`src/rtl/vga_driver.sv`:
```
// VGA timing generator with a registered colour/sync output stage; outputs lag the coordinates by 1 cycle.
// No backpressure: the pixel source must answer (o_x, o_y) combinationally in the same cycle.
module vga_driver #(
  parameter int H_ACTIVE = 640,
  parameter int H_FP     = 16,
  parameter int H_SYNC   = 96,
  parameter int H_BP     = 48,
  parameter int V_ACTIVE = 480,
  parameter int V_FP     = 10,
  parameter int V_SYNC   = 2,
  parameter int V_BP     = 33
) (
  input  logic        i_clk,
  input  logic        i_rst,
  output logic [9:0]  o_x,
  output logic [8:0]  o_y,
  input  logic [23:0] i_rgb,
  output logic [7:0]  o_vga_r,
  output logic [7:0]  o_vga_g,
  output logic [7:0]  o_vga_b,
  output logic        o_vga_hs,
  output logic        o_vga_vs,
  output logic        o_vga_blank_n,
  output logic        o_vga_sync_n,
  output logic        o_frame_end,
  output logic [7:0]  o_frame_cnt
);

  typedef struct packed {
    logic [7:0] r;
    logic [7:0] g;
    logic [7:0] b;
  } rgb_t;

  localparam int H_TOTAL = H_ACTIVE + H_FP + H_SYNC + H_BP;
  localparam int V_TOTAL = V_ACTIVE + V_FP + V_SYNC + V_BP;

  localparam logic [9:0] H_MAX    = 10'(H_TOTAL - 1);
  localparam logic [9:0] V_MAX    = 10'(V_TOTAL - 1);
  localparam logic [9:0] H_ACT    = 10'(H_ACTIVE);
  localparam logic [9:0] V_ACT    = 10'(V_ACTIVE);
  localparam logic [9:0] HS_BEGIN = 10'(H_ACTIVE + H_FP);
  localparam logic [9:0] HS_END   = 10'(H_ACTIVE + H_FP + H_SYNC);
  localparam logic [9:0] VS_BEGIN = 10'(V_ACTIVE + V_FP);
  localparam logic [9:0] VS_END   = 10'(V_ACTIVE + V_FP + V_SYNC);

  logic [9:0] h_cnt;
  logic [9:0] v_cnt;
  logic       h_last;
  logic       v_last;
  logic       active;
  logic       hs_raw;
  logic       vs_raw;
  rgb_t       pix_in;
  rgb_t       pix_q;

  assign h_last = (h_cnt == H_MAX);
  assign v_last = (v_cnt == V_MAX);

  // v_cnt only moves at line wrap, so vsync edges always land on h_cnt = 0.
  always_ff @(posedge i_clk) begin
    if (i_rst) begin
      h_cnt <= '0;
      v_cnt <= '0;
    end else if (h_last) begin
      h_cnt <= '0;
      v_cnt <= v_last ? '0 : v_cnt + 10'd1;
    end else begin
      h_cnt <= h_cnt + 10'd1;
    end
  end

  always_comb begin
    active      = (h_cnt < H_ACT) && (v_cnt < V_ACT);
    hs_raw      = !((h_cnt >= HS_BEGIN) && (h_cnt < HS_END));
    vs_raw      = !((v_cnt >= VS_BEGIN) && (v_cnt < VS_END));
    o_x         = active ? h_cnt : '0;
    o_y         = active ? v_cnt[8:0] : '0;
    o_frame_end = h_last && v_last;
    pix_in      = i_rgb;
  end

  always_ff @(posedge i_clk) begin
    if (i_rst) begin
      pix_q         <= '0;
      o_vga_hs      <= 1'b1;
      o_vga_vs      <= 1'b1;
      o_vga_blank_n <= 1'b0;
    end else begin
      pix_q         <= active ? pix_in : '0;
      o_vga_hs      <= hs_raw;
      o_vga_vs      <= vs_raw;
      o_vga_blank_n <= active;
    end
  end

  always_ff @(posedge i_clk) begin
    if (i_rst) begin
      o_frame_cnt <= '0;
    end else if (o_frame_end) begin
      o_frame_cnt <= o_frame_cnt + 8'd1;
    end
  end

  assign o_vga_r      = pix_q.r;
  assign o_vga_g      = pix_q.g;
  assign o_vga_b      = pix_q.b;
  assign o_vga_sync_n = 1'b0;

endmodule

```
`config.mk`:
```
export PLATFORM = sky130hd
export DESIGN_NAME = vga_driver
export DESIGN_NICKNAME = d
export VERILOG_FILES = /design/src/rtl/vga_driver.sv
export SDC_FILE = /design/constraint.sdc
export NUM_CORES = 1
export LEC_CHECK = 0
export ABC_AREA = 1
export BUFFER_PORTS_ARGS = -buffer_cell sky130_fd_sc_hd__clkbuf_2
export CAP_MARGIN = 20
export CORE_MARGIN = 2
export CORE_UTILIZATION = 30
export DETAILED_ROUTE_END_ITERATION = 7
export PLACE_DENSITY_LB_ADDON = 0.1
export SYNTH_ARGS = -nofsm -noshare
export SYNTH_HDL_FRONTEND = slang
export SYNTH_SLANG_ARGS = --single-unit
```
`constraint.sdc`:
```
create_clock -name i_clk -period 1.8 [get_ports i_clk]
set_input_delay 0.18 -clock i_clk [delete_from_list [all_inputs] [get_ports i_clk]]
set_output_delay 0.18 -clock i_clk [all_outputs]
set_load 0.005 [all_outputs]
```
== Word level (Yosys, flattened, before mapping) ==
Index checks and enable logic that the tools add are counted.
Word-level totals
  output and inout bits: 56
  word-level logic and storage cells: 32
  flip-flop bits (word level): 55
Operators by class
  bitwise logic cells: 1
  multiplexer cells: 3
  order comparisons: 6
  reduce and logical (&&, ||, !) cells: 8
  add/subtract/negate cells: 3
  eq/ne operators: 2
Operators by type and width (number)
  adder 10 x 1 -> 10 bit, second input constant: 2
  == test 10 bit, second input constant: 2
  < comparator 10 bit, second input constant: 2
  < comparator 10 x 9 -> 1 bit, second input constant: 2
  2-to-1 mux 10 bit: 2
  greater-or-equal comparator 10 bit, second input constant: 1
  greater-or-equal comparator 10 x 9 -> 1 bit, second input constant: 1
  2-to-1 mux 9 bit: 1
  adder 8 x 1 -> 8 bit, second input constant: 1
  logical AND 1 bit: 4
  OR reduction 2 bit: 2
  zero test 1 bit: 2
  inverter 1 bit: 1

== Longest topological paths before layout ==
  depth in word-level cells: 4
  depth in mapped cells: 10
  gate-level depth less buffers: 10

== Least setup slack after synthesis ==
No wires, ideal clock.
  path kind: register to register
  start point: register h_cnt[0]
  end point: register v_cnt[1]
  slack: 0.431 ns
  clock period less this slack: 1.369 ns
  required time: 1.684 ns
  arrival: 1.253 ns
  cell stages (with the launch flop): 8
  cells stage by stage: dfxtp_1 ha_1 nand4_1 nor2_4 buf_6 inv_1 o21ai_0 nor2_1
On the way
  cells in the longest elaborated chain, start to end: 1
Ends and longest elaborated chain
  start: declaration: RTL line 47  | logic [9:0] h_cnt;
  start signal: assignment: RTL line 69  | h_cnt <= h_cnt + 10'd1;
  == test 10 bit: RTL line 57  | assign h_last = (h_cnt == H_MAX);
  end signal: assignment: RTL line 67  | v_cnt <= v_last ? '0 : v_cnt + 10'd1;
  end: declaration: RTL line 48  | logic [9:0] v_cnt;
Every way passes these cells.
A chain may end at the register's enable or synchronous reset.

== Worst setup path in the final report ==
  start point: register v_cnt[1]
  end point: output o_frame_end
On the way
  cells in the longest elaborated chain, start to end: 2
Ends and longest elaborated chain
  == test 10 bit: RTL line 58  | assign v_last = (v_cnt == V_MAX);
  logical AND 1 bit: RTL line 79  | o_frame_end = h_last && v_last;
  end: declaration: RTL line 25  | output logic o_frame_end,
Every way passes these cells.

==> results.yml <==
grt:
  overflow: 0
  grt_pass1_vias: 2193
  antenna_found_initial: 0
  grt_max_degree: 26
  grtUsageTotal_pct: 13.80
  grt_pass1_wl_um: 9998
placement:
  place_congestion: 0.8416
  hpwl_um: 4672
  numPortBuffers: 80
timing:
  post-route-period-util_pct: 93.19
  period_needed_ns: 1.677
  setup_viol: 0
  final.setup.tns_ns: 0
  final_hold_viol_count: 0
  rsz0062_at_grt: "false"
  fin_skew_ns: 0.007944
  max_freq_ghz: 0.5961
  slew_violations: 0
yosys:
  synthSimpleGateAreaFrac_pct: 34.96
  syn-cell-area_mm2: 0.002559
  synthMuxAreaShare_pct: 0
  synthXorXnorAreaFrac_pct: 1.369
  yosys.area.top_type: "dfxtp_1"
  synth_top_area_share_pct: 43.03
  ys_seq_area_share_pct: 43.03
  avgSynthCellArea_um2: 6.934
  ys_top_cells_by_area: "dfxtp_1 (43%), nor2_1 (13%), inv_1 (11%)"
  synth_cell_type_count: 29
  syn_nets: 400
  yosys_warnings: 0
  synth_compound_area_share_pct: 4.205
  synth_top_family_by_area: "simple AND/OR/NAND/NOR gates"
  synthCells: 369
  synth_fa_ha_area_share_pct: 2.445
  synth.ff_latch_count: 55
cts:
  cts_tree: "done"
  cts_max_level: 2
  holdBufCountCts: 0
  clock_sinks: 55
  cts_buffer_depth: 2
  root_buffer: "clkbuf_8"
  cts_made_buffers: 5
  clk_pin_slew_ns: 0.11
  insertion_delay_ns: 0.31
floorplan:
  die-area_mm2: 0.009283
  io_pins: 82
  die_x_um: 96.35
  rows: 33
  start_util_pct: 30.98
  die_y_um: 96.35
  core_mm2: 0.008258
run_status:
  outcome: "finished clean"
critical_path:
  end_kind: "primary output"
  crit_type: "reg2out"
  crit_top_cell: "inv_1"
  cp.arrival_ns: 1.50
  critPathMaxStageDelay_ns: 0.36
  worstSetupStartpointType: "flop"
  critPathRequiredTime_ns: 1.62
  cp_slowest_cell: "dfxtp_1"
  path_cells: "inv_1 > ha_2 > nand3_2 > nor2_4 > nand2_4 > inv_1 > clkbuf_2"
  crit_fanout: 6
detailed_routing:
  drtPass1Iterations: 4
  routed_wl_um: 5956
  drc_errors: 0
  detail-route-antenna-nets: 0
  wl_per_cell_um: 10.64
  vias_per_cell: 4.220
  vias: 2363
  drt-initial-drc-count: 49
run:
  drv_cap: 0
power:
  power_density_mw_per_mm2: 698.8
  ir_drop_v: 0.0005182
  power_w: 0.002251
  leakage_nw: 1.656
layout:
  nets: 485
  drive_above_1_share_pct: 26.59
  syn2layout_area_growth_pct: 25.92
  antenna_cells: 0
min_path:
  hp-class: "in2reg"
==> layer usage <==
metal | part of all wire, % | wire length, um | GRT usage [%]
met4 | 1.3 | 78 | 4.460
met3 | 8.7 | 521 | 4.620
met5 | 0 | 0 | 0
met1 | 47 | 2805 | 18.32
met2 | 43 | 2550 | 21.06
==> per-stage QoR <==
| stage | area [um2] | worst slack, ns | util (%) | instances | hold slack, ns |
|---|---|---|---|---|---|
| detailed placement | 3058 | 0.2392 | 37.03 | 551 | 0.3810 |
| CTS | 3177 | 0.001020 | 38.47 | 559 | 0.02904 |
| floorplan | 2559 | 0.4308 | - | 369 | 0.2922 |
| global route | 3222 | 0.002286 | 39.02 | 560 | 0.03662 |
| finish | 3222 | 0.1225 | 39.02 | 560 | 0.04890 |
| global placement | 3058 | 0.2873 | 37.03 | 551 | 0.3775 |
==> Yosys cell counts (all sizes together) <==
master / instances
nand2: 66
o211ai: 1
dfxtp: 55
nor3: 10
conb: 1
clkinv: 2
a21oi: 9
ha: 5
xor2: 4
a21o: 1
o21a: 1
inv: 75
buf: 7
o21ai: 8
nand3: 22
nor4: 1
nor3b: 1
nor2: 93
nand4: 7
==> worst max-delay path: cells and delay by family, from the launching register on <==
kind	cells	cell delay, ns
DFF	1	0.36
buffers and inverters	3	0.28
adders and majority gates	1	0.21
and+or+nand+nor	3	0.35
==> state kept, by name, summed over array words and instances, names as in the netlist <==
name,flops
v_cnt,10
o_vga_hs,1
o_vga_b,8
o_vga_vs,1
h_cnt,10
o_vga_blank_n,1
o_vga_g,8
o_frame_cnt,8
o_vga_r,8
==> cell type report <==
type,instances,area [um2]
Sequential cell,55,1110
Fill cell,905,5036
Tap cell,105,131.4
Clock inverter,3,47.55
Multi-Input combinational cell,230,1135
Timing Repair Buffer,85,437.9
Inverter,77,291.5
Clock buffer,5,68.82
==> logic make-up (layout without fill, tap and decap cells) <==
kind of cell / after synthesis / after routing
and+or+nand+nor: 200 / 200
adders and majority gates: 5 / 5
buffers and inverters: 84 / 170
AOI/OAI and AO/OA: 20 / 20
other: 1 / 1
DFF: 55 / 55
xor gates and xnor gates: 4 / 4
==> layout by cell type (no fill, tap or decap), drive strengths merged <==
cell / instances
o211ai: 1
nor4: 1
conb: 1
inv: 76
clkinv: 3
xor2: 4
dfxtp: 55
bufinv: 1
nand4: 7
nor3: 10
buf: 5
nor3b: 1
nand3: 22
o21a: 1
a21o: 1
clkbuf: 85
nor2: 93
ha: 5
a21oi: 9
nand2: 66
o21ai: 8
==> report_power, final <==
group | total, W | internal (W) | switching, W
clock network | 0.000850 | 0.000423 | 0.000427
logic | 0.000137 | 0.0000647 | 0.0000721
registers | 0.00126 | 0.00125 | 0.0000132
total | 0.00225 | 0.00174 | 0.000513
==> worst paths after layout <==
kind,start,end,slack (ns),depth (start not counted)
hold reg to reg,h_cnt[0],h_cnt[0],0.45,1
hold / removal,i_rgb[5],o_vga_b[5],0.05,3
setup / recovery,v_cnt[1],o_frame_end,0.12,7
setup reg to reg,h_cnt[0],v_cnt[9],0.33,8
==> repair_timing <==
| item | 4_1_cts | 5_1_grt |
|---|---|---|
| endpoints found under the setup margin | 2 | 19 |
| gates resized for setup | 2 | 11 |
| pin swaps | 2 | 2 |
| setup buffers | 0 | 1 |
No activity file was read; power rests on OpenSTA's default activity.
